`config.mk`:
```
export PLATFORM = sky130hd
export DESIGN_NAME = ucie_ctl_sb_tx_sched
export DESIGN_NICKNAME = d
export VERILOG_FILES = /design/src/rtl/ucie_ctl_sb_tx_sched.sv
export SDC_FILE = /design/constraint.sdc
export NUM_CORES = 1
export LEC_CHECK = 0
export ABC_AREA = 1
export CAP_MARGIN = 20
export CORE_ASPECT_RATIO = 0.6
export CORE_MARGIN = 2
export CORE_UTILIZATION = 30
export DETAILED_ROUTE_END_ITERATION = 7
export DONT_BUFFER_PORTS = 1
export SLEW_MARGIN = 10
export SYNTH_ARGS = -nofsm -noshare
export SYNTH_HDL_FRONTEND = slang
export SYNTH_SLANG_ARGS = --single-unit
```
`constraint.sdc`:
```
create_clock -name i_clk -period 12.2 [get_ports i_clk]
set_input_delay 2.44 -clock i_clk [delete_from_list [all_inputs] [get_ports i_clk]]
set_output_delay 2.44 -clock i_clk [all_outputs]
set_load 0.01 [all_outputs]
```
`src/rtl/ucie_ctl_sb_tx_sched.sv`:
```
// RDI sideband transmit scheduler: round-robin arbitration, credit gating, NC-bit beat serialization.
// Optional build macro UCIE_SB_TX_PRIO_EN gives requester 0 strict priority.
module ucie_ctl_sb_tx_sched #(
    parameter  int NC      = 32,
    parameter  int N_REQ   = 3,
    parameter  int CREDITS = 4,
    localparam int BEATS   = 64 / NC,
    localparam int CW      = $clog2(CREDITS + 1)
) (
    input  logic                  i_clk,
    input  logic                  i_rst,
    input  logic [N_REQ-1:0]      i_req,
    input  logic [N_REQ-1:0]      i_has_data,
    input  logic [N_REQ*64-1:0]   i_hdr,
    input  logic [N_REQ*64-1:0]   i_data,
    input  logic                  i_rdi_pl_cfg_crd,
    output logic [N_REQ-1:0]      o_gnt,
    output logic [N_REQ-1:0]      o_done,
    output logic                  o_rdi_lp_cfg_vld,
    output logic [NC-1:0]         o_rdi_lp_cfg,
    output logic                  o_busy,
    output logic [CW-1:0]         o_credits,
    output logic                  o_crd_err
);

    localparam int PW   = (N_REQ > 1) ? $clog2(N_REQ) : 1;
    localparam int CNTW = (2 * BEATS > 1) ? $clog2(2 * BEATS) : 1;
    localparam logic [CNTW-1:0] LAST_HDR  = CNTW'(BEATS - 1);
    localparam logic [CNTW-1:0] LAST_DATA = CNTW'(2 * BEATS - 1);

    typedef enum logic [0:0] {ST_IDLE = 1'b0, ST_SEND = 1'b1} state_t;

    state_t             state_q;
    logic [PW-1:0]      rr_ptr_q;
    logic [127:0]       msg_q;
    logic               has_data_q;
    logic [N_REQ-1:0]   win_q;
    logic [CNTW-1:0]    cnt_q;
    logic [N_REQ-1:0]   gnt_q;
    logic [N_REQ-1:0]   done_q;
    logic               vld_q;
    logic [NC-1:0]      cfg_q;
    logic [CW-1:0]      credits_q;
    logic [CW-1:0]      credits_d;
    logic               crd_err_q;
    logic               crd_err_d;

    logic               found_s;
    logic               prio_hit_s;
    logic [PW-1:0]      win_idx_s;
    logic [N_REQ-1:0]   win_oh_s;
    logic               gnt_fire_s;
    logic [63:0]        hdr_sel_s;
    logic [63:0]        data_sel_s;
    logic               sel_has_data_s;
    logic               first_is_last_s;
    logic [CNTW-1:0]    last_s;

    // Round-robin search starting after the last winner; requester 0 can preempt when priority is built in.
    always_comb begin : arb_p
        int            cand;
        logic [PW-1:0] cand_idx;
        logic          take;
        found_s    = 1'b0;
        win_idx_s  = '0;
        prio_hit_s = 1'b0;
        cand       = 0;
        cand_idx   = '0;
        take       = 1'b0;
`ifdef UCIE_SB_TX_PRIO_EN
        prio_hit_s = i_req[0];
`endif
        for (int i = 1; i <= N_REQ; i++) begin
            cand      = int'(rr_ptr_q) + i;
            cand      = (cand >= N_REQ) ? (cand - N_REQ) : cand;
            cand_idx  = PW'(cand);
            take      = !found_s && i_req[cand_idx];
            win_idx_s = take ? cand_idx : win_idx_s;
            found_s   = found_s | take;
        end
        win_idx_s = prio_hit_s ? '0 : win_idx_s;
        found_s   = found_s | prio_hit_s;
    end

    // Winner decode and payload selection.
    always_comb begin
        gnt_fire_s      = (state_q == ST_IDLE) && found_s && (credits_q != '0);
        win_oh_s        = N_REQ'(1'b1) << win_idx_s;
        hdr_sel_s       = i_hdr[64 * win_idx_s +: 64];
        data_sel_s      = i_data[64 * win_idx_s +: 64];
        sel_has_data_s  = i_has_data[win_idx_s];
        first_is_last_s = !sel_has_data_s && (BEATS == 1);
        last_s          = has_data_q ? LAST_DATA : LAST_HDR;
    end

    // Credit accounting: a grant and a return in the same cycle cancel out.
    always_comb begin
        credits_d = credits_q;
        crd_err_d = crd_err_q;
        case ({gnt_fire_s, i_rdi_pl_cfg_crd})
            2'b10: credits_d = credits_q - CW'(1);
            2'b01: begin
                if (credits_q == CW'(CREDITS)) begin
                    crd_err_d = 1'b1;
                end else begin
                    credits_d = credits_q + CW'(1);
                end
            end
            default: credits_d = credits_q;
        endcase
    end

    // Credit counter and sticky overflow flag.
    always_ff @(posedge i_clk or posedge i_rst) begin
        if (i_rst) begin
            credits_q <= CW'(CREDITS);
            crd_err_q <= 1'b0;
        end else begin
            credits_q <= credits_d;
            crd_err_q <= crd_err_d;
        end
    end

    // Message FSM; the state register tracks the cycles in which a beat is on the pins.
    always_ff @(posedge i_clk or posedge i_rst) begin
        if (i_rst) begin
            state_q    <= ST_IDLE;
            rr_ptr_q   <= PW'(N_REQ - 1);
            msg_q      <= '0;
            has_data_q <= 1'b0;
            win_q      <= '0;
            cnt_q      <= '0;
            gnt_q      <= '0;
            done_q     <= '0;
            vld_q      <= 1'b0;
            cfg_q      <= '0;
        end else begin
            case (state_q)
                ST_IDLE: begin
                    if (gnt_fire_s) begin
                        state_q    <= ST_SEND;
                        rr_ptr_q   <= prio_hit_s ? rr_ptr_q : win_idx_s;
                        msg_q      <= {data_sel_s, hdr_sel_s} >> NC;
                        has_data_q <= sel_has_data_s;
                        win_q      <= win_oh_s;
                        cnt_q      <= '0;
                        gnt_q      <= win_oh_s;
                        done_q     <= first_is_last_s ? win_oh_s : '0;
                        vld_q      <= 1'b1;
                        cfg_q      <= hdr_sel_s[NC-1:0];
                    end else begin
                        gnt_q  <= '0;
                        done_q <= '0;
                        vld_q  <= 1'b0;
                        cfg_q  <= '0;
                    end
                end
                ST_SEND: begin
                    gnt_q <= '0;
                    if (cnt_q == last_s) begin
                        state_q <= ST_IDLE;
                        cnt_q   <= '0;
                        done_q  <= '0;
                        vld_q   <= 1'b0;
                        cfg_q   <= '0;
                    end else begin
                        cnt_q  <= cnt_q + CNTW'(1);
                        msg_q  <= msg_q >> NC;
                        cfg_q  <= msg_q[NC-1:0];
                        done_q <= ((cnt_q + CNTW'(1)) == last_s) ? win_q : '0;
                        vld_q  <= 1'b1;
                    end
                end
                default: begin
                    state_q <= ST_IDLE;
                    gnt_q   <= '0;
                    done_q  <= '0;
                    vld_q   <= 1'b0;
                    cfg_q   <= '0;
                end
            endcase
        end
    end

    assign o_gnt            = gnt_q;
    assign o_done           = done_q;
    assign o_rdi_lp_cfg_vld = vld_q;
    assign o_rdi_lp_cfg     = cfg_q;
    assign o_busy           = (state_q == ST_SEND);
    assign o_credits        = credits_q;
    assign o_crd_err        = crd_err_q;

endmodule

```
==> impl_metrics.tcl, run 1 <==
set metrics [dict create \
    worstMarginPinSlew_ns 1.05 \
    ir_drop_v 0.000182 \
    dr_wl_met3_mm 2.50 \
    start_kind "input pin" \
    period_share_pct 43.2 \
    drv_cap 0 \
    initial_core_util_pct 30.6 \
    io_buffers 0 \
    grt_overflow 0 \
    yosysWarningCount 0 \
    drv_slew 0 \
    ioPinCount 437 \
    num_antenna_cells 0 \
    max_stage_delay_ns 0.82 \
    grt_pass1_wl_mm 57.2 \
    area_growth_pct 7.29 \
    synth_nets 1940 \
    grt_pass1_vias 9234 \
    met1_length_mm 18.3 \
    hold_viol 0 \
    drt-initial-drc-count 813 \
    cts_tree "done" \
    syn_inst 1542 \
    die_y_um 142 \
    timing.hold.ws_ns 0.478 \
    clock_latency_ns 0.45 \
    cp.arrival_ns 5.63 \
    path_common_cell "nand2_1" \
    postSynthAreaPerCell_sq_um 6.22 \
    fmax_mhz 190 \
    critical-path-top-delay-family "simple AND/OR/NAND/NOR gates" \
    numCtsBuffers 17 \
    wl_met2_mm 18.0 \
    gp_congestion 0.880 \
    clkPwrFrac_pct 13.4 \
    dpl.hpwl_mm 28.3 \
    ant_nets 0 \
    cts_hold_buffers 0 \
    die-area_sq_mm 0.0335 \
    cts_resized 0 \
    p_leak_uw 0.00553 \
    setup_tns_ns 0 \
    seq_power_share_pct 22.9 \
    core-area_sq_mm 0.0313 \
    ys_seq_area_share_pct 38.4 \
    fin_crit_ns 5.27 \
    dieWidth_um 235 \
    routed-via-count 9744 \
    wire_per_inst_um 20.6 \
    slew_headroom_pct 30.1 \
    clk_pin_slew_ns 0.06 \
    h-tree-depth 4 \
    cts_sinks 147 \
    fin_skew_ns 0.0130 \
    cts_setup_buffers 0 \
    swShare_pct 56.6 \
    nNetsFinal 1872 \
    yosysUniqueCellTypes 32 \
    p_switching_uw 2350 \
    grt_usage_pct 22.9 \
    vias_per_cell 5.12 \
    critPathMaxFanout 73 \
    route.detailed.drc 0 \
    required_ns 12.57 \
    drive_gt1_share_pct 4.37 \
    drt-total-wl_mm 39.2 \
    cts_root_buffer "clkbuf_16" \
    total_power_uw 4150 \
    power_density_mw_per_mm2 403 \
    status "completed" \
    end_kind "register" \
    path_buf_inv 1 \
    cts_buffer_depth 2 \
    dr.max_layer_used "met5" \
    hold_path.class "reg2reg" \
    crit_type "in2reg" \
    grt_max_degree 100 \
    antenna_found_initial 2 \
    finalSetupViolations 0 \
    combPwrFrac_pct 63.8 \
    rsz0062_at_grt "false" \
    path_cells "nand2_1, nand3_1, nand2_1, nand2_1, nor2_1, nand2_4, nand2_4, inv_1, nor2_2, nand2_1, nand3b_1" \
    final_util_pct 32.8 \
    firstDrtPassIters 6 \
    critPathSlowestCell "nor2_2" \
    rows 50 \
    synth_area_sq_mm 0.00959 \
    synth-seq-cells 147 \
    internal_power_uw 1800 \
]
[power by group through the flow]
| stage | registers (uW) | clock network [uW] | logic, uW |
|---|---|---|---|
| 6_report | 949 | 553 | 2640 |
| 5_1_grt | 971 | 586 | 3030 |
| 4_1_cts | 947 | 565 | 2680 |
| 3_5_place_dp | 954 | 0 | 2670 |
| 3_3_place_gp | 951 | 0 | 2600 |
| 2_1_floorplan | 845 | 0 | 2110 |
[cells by family (layout without fill, tap and decap cells)]
kind of cell	after synthesis	in the layout	share of synthesized area, %
compound gates	85	85	4.55
simple gates	1169	1169	48.9
fa+ha+maj	5	5	0.731
flops	147	147	38.4
buf+inv	133	78	7.16
xor+xnor	3	3	0.274
[layer usage]
layer / track usage [%] / up-vias
met1: 31.8 / 4640
met5: 0 / -
met4: 4.33 / 2
met3: 4.97 / 38
li1: - / 4646
met2: 37.1 / 418
[area by class of cell]
class / count / area [sq um]
Multi-Input combinational cell: 1262 / 5250
Timing Repair Buffer: 14 / 105
Inverter: 32 / 131
Clock inverter: 10 / 134
Sequential cell: 147 / 3680
Tap cell: 416 / 520
Clock buffer: 22 / 464
Fill cell: 3479 / 21100
[cell usage in the layout (no fill, tap or decap), types with 2 or more instances in the layout]
master and n:
o21bai_1 2, nand2_4 4, xor2_1 2, o21ai_0 7, nand4_1 3, nor2_2 2, nand3_1 140, dfrtp_1 144
nand2_1 858, dfstp_2 2, nand3b_1 18, clkinv_2 5, clkbuf_1 3, inv_4 2, nor2_1 139, inv_1 24
clkbuf_16 17, a21oi_1 72, buf_4 14, ha_1 4, bufinv_16 3, clkinvlp_4 2, clkinv_4 2, nor2_4 2
clkbuf_8 2, inv_2 4
[worst min-delay path: cells and delay by family, from the launching register on]
family / cells / cell delay [ns]
flip-flops: 1 / 0.34
AND/OR/NAND/NOR: 2 / 0.10
[Yosys cell counts, drive strengths merged]
cell    count  area [sq um]
inv        32           123
a21oi      72           360
buf        67           437
dfrtp     145          3630
a31oi       1          6.26
fa          1          20.0
xor2        2          17.5
dfstp       2          52.6
o21ai       9          45.0
nand2     862          3260
a32o        1          10.0
xnor2       1          8.76
nor2      143           557
nand3     140           701
nor3        2          15.0
o21bai      2          15.0
ha          4          50.1
clkbuf     34           128
nand3b     18           135
nand4       3          18.8
or2         1          6.26
[sequential cells by signal, summed over array words and instances (netlist names)]
signal            cells
cnt_q                 2
has_data_q            1
msg_q                96
o_crd_err             1
o_credits             3
o_done                3
o_gnt                 3
o_rdi_lp_cfg         32
o_rdi_lp_cfg_vld      1
rr_ptr_q              2
win_q                 3
[stage by stage]
| step | worst slack [ns] | instance area (sq um) | std cells |
|---|---|---|---|
| after global routing | 6.70 | 10300 | 1903 |
| after detailed placement | 6.47 | 9690 | 1871 |
| after floorplan | 5.81 | 9590 | 1542 |
| final | 6.93 | 10300 | 1903 |
| after global placement | 6.64 | 9690 | 1871 |
| after CTS | 6.94 | 10300 | 1903 |
[path summary, 6_finish.rpt]
| kind | startpoint | cells past startpoint | slack (ns) | endpoint |
|---|---|---|---|---|
| setup / recovery | i_req[0] | 11 | 6.93 | msg_q[80] |
| hold / removal | msg_q[31] | 2 | 0.48 | msg_q[31] |
| setup reg to reg | rr_ptr_q[0] | 14 | 7.69 | msg_q[80] |
| hold reg to reg | msg_q[31] | 2 | 0.48 | msg_q[31] |
| max in group asynchronous | i_rst | 2 | 8.72 | o_rdi_lp_cfg_vld |
| min in group asynchronous | i_rst | 1 | 2.01 | o_rdi_lp_cfg[6] |
(Power assumes the default switching activity.)
==> inputs of run 2 (changes only) <==
==> constraint.sdc (replaced) <==
create_clock -name i_clk -period 5.25 [get_ports i_clk]
set_input_delay 1.05 -clock i_clk [delete_from_list [all_inputs] [get_ports i_clk]]
set_output_delay 1.05 -clock i_clk [all_outputs]
set_load 0.01 [all_outputs]
==> impl_metrics.tcl, run 2 (synthesis gave the netlist of run 1 again) <==
set metrics [dict create \
    hold_path.class "reg2reg" \
    fmax_mhz 257 \
    setup_tns_ns 0 \
    end_kind "register" \
    clk_pin_slew_ns 0.07 \
    ioPinCount 437 \
    grt_pass1_vias 9194 \
    place_inst 1871 \
    rsz0062_at_grt "false" \
    clock_latency_ns 0.44 \
    max_stage_delay_ns 0.78 \
    seq_area_sq_mm 0.00368 \
    numCtsBuffers 17 \
    largest_register_ffs 96 \
    area_growth_pct 7.92 \
    cts_buffer_depth 2 \
    die-area_sq_mm 0.0335 \
    worstMarginPinSlew_ns 1.07 \
    io_buffers 0 \
    drive_gt1_share_pct 4.57 \
    r2r_slack_ns 1.36 \
    cts_setup_buffers 0 \
    initial_core_util_pct 30.6 \
    gp_congestion 0.826 \
    start_kind "register" \
    crit_type "reg2reg" \
    final_cell_mix "nand2_1, dfrtp_1, nand3_1, nor2_1, a21oi_1" \
    top_register "msg_q" \
    die_y_um 142 \
    crit_path_end "o_rdi_lp_cfg[0]" \
    r2r-start "rr_ptr_q[0]" \
    cts_hold_buffers 0 \
    multi_input_area_sq_mm 0.00525 \
    drv_cap 0 \
    path_cells "inv_2, ha_1, inv_4, nand2_1, nand3_1, nand2_1, nand2_1, nor2_1, nand2_1, nand2_4, inv_4, nor2_4, nand2_1, nand3_1" \
    grt_overflow 0 \
    status "completed" \
    critPathLaunch "rr_ptr_q[0]" \
    path_buf_inv 3 \
    drv_slew 0 \
    power_density_mw_per_mm2 938 \
    hold_viol 0 \
    final_util_pct 33.0 \
    final_cell_count_no_fill 1904 \
    firstDrtPassIters 6 \
    cts_root_buffer "clkbuf_16" \
    crit_cells 14 \
    grt_pass1_wl_mm 56.4 \
    vias_per_cell 5.04 \
    whs_path_depth 2 \
    slew_headroom_pct 28.6 \
    path_common_cell "nand2_1" \
    cp.arrival_ns 4.26 \
    grt_max_degree 89 \
    ant_nets 0 \
    routed-via-count 9599 \
    core-area_sq_mm 0.0313 \
    critPathMaxFanout 47 \
    finalSetupViolations 0 \
    fillers 3481 \
    h-tree-depth 4 \
    rows 50 \
    nNetsFinal 1872 \
    worstReg2RegEnd "o_rdi_lp_cfg[0]" \
    wire_per_inst_um 20.2 \
    cts_resized 0 \
    p_leak_uw 0.00555 \
    drt-initial-drc-count 779 \
    route.detailed.drc 0 \
    ir_drop_v 0.000460 \
    fin_skew_ns 0.0125 \
    cts_sinks 147 \
    layout_commonest_cell "nand2_1" \
    critical-path-top-delay-family "simple AND/OR/NAND/NOR gates" \
    dieWidth_um 235 \
    drt-total-wl_mm 38.4 \
    cts_tree "done" \
    required_ns 5.62 \
    grt_usage_pct 22.6 \
    rr_worst_depth 14 \
    critPathSlowestCell "nor2_4" \
    fin_crit_ns 3.89 \
    antenna_found_initial 1 \
    dpl.hpwl_mm 28.1 \
    period_share_pct 74.0 \
]
-- run 2: changes by cell type in the layout (fill, tap and decap cells not counted), moves of 2 or more --
cell / previous run / this run
buf_12: 0 / 2
buf_4: 14 / 12
clkbuf_1: 3 / 0
clkbuf_8: 2 / 0
clkinv_2: 5 / 3
clkinv_4: 2 / 4
inv_6: 0 / 3
-- run 2: how the worst min path moves through the flow --
stage	start	endpoint	slack, ns
finish	msg_q[79]	msg_q[79]	0.48
CTS	msg_q[34]	msg_q[34]	0.48
global route	msg_q[51]	msg_q[51]	0.51
global placement	msg_q[34]	msg_q[34]	0.46
floorplan	msg_q[0]	msg_q[0]	0.45
detailed placement	msg_q[34]	msg_q[34]	0.47
-- run 2: cell type report --
class / count / share of cell area [%]
Multi-Input combinational cell: 1262 / 50.7
Sequential cell: 147 / 35.6
Tap cell: 416 / 5.03
Clock buffer: 17 / 4.11
Clock inverter: 15 / 1.98
Inverter: 32 / 1.27
Timing Repair Buffer: 14 / 1.26
Antenna cell: 1 / 0.0242
-- run 2: through the flow --
step	power, uW	setup slack (ns)	area [sq um]	hold WS (ns)
2_1_floorplan	6860	0.252	9590	0.449
3_3_place_gp	8320	1.53	9720	0.463
3_5_place_dp	8440	1.38	9720	0.466
4_1_cts	9840	1.35	10300	0.485
5_1_grt	10800	1.09	10300	0.510
6_report	9710	1.36	10300	0.482
-- run 2: layer usage --
| layer | part of all wire, % | track usage (%) | vias to the layer above |
|---|---|---|---|
| met5 | 0 | 0 | - |
| met4 | 1.7 | 5.96 | 0 |
| met3 | 6.8 | 5.41 | 39 |
| met2 | 46 | 36.1 | 424 |
| met1 | 46 | 30.8 | 4481 |
| li1 | - | - | 4655 |
-- run 2: power by group --
group	total, uW	internal, uW	leakage (uW)	switching, uW
sequential	2230	1690	0.00186	536
clock	1350	800	0.000300	547
combinational	6140	1740	0.00339	4400
-- run 2: worst register-to-register path, cell delays in order (launching register included) --
cell,delay (ns)
dfrtp_1,0.50
inv_2,0.12
ha_1,0.49
inv_4,0.08
nand2_1,0.07
nand3_1,0.09
nand2_1,0.12
nand2_1,0.06
nor2_1,0.20
nand2_1,0.14
nand2_4,0.51
inv_4,0.37
nor2_4,0.78
nand2_1,0.15
nand3_1,0.12
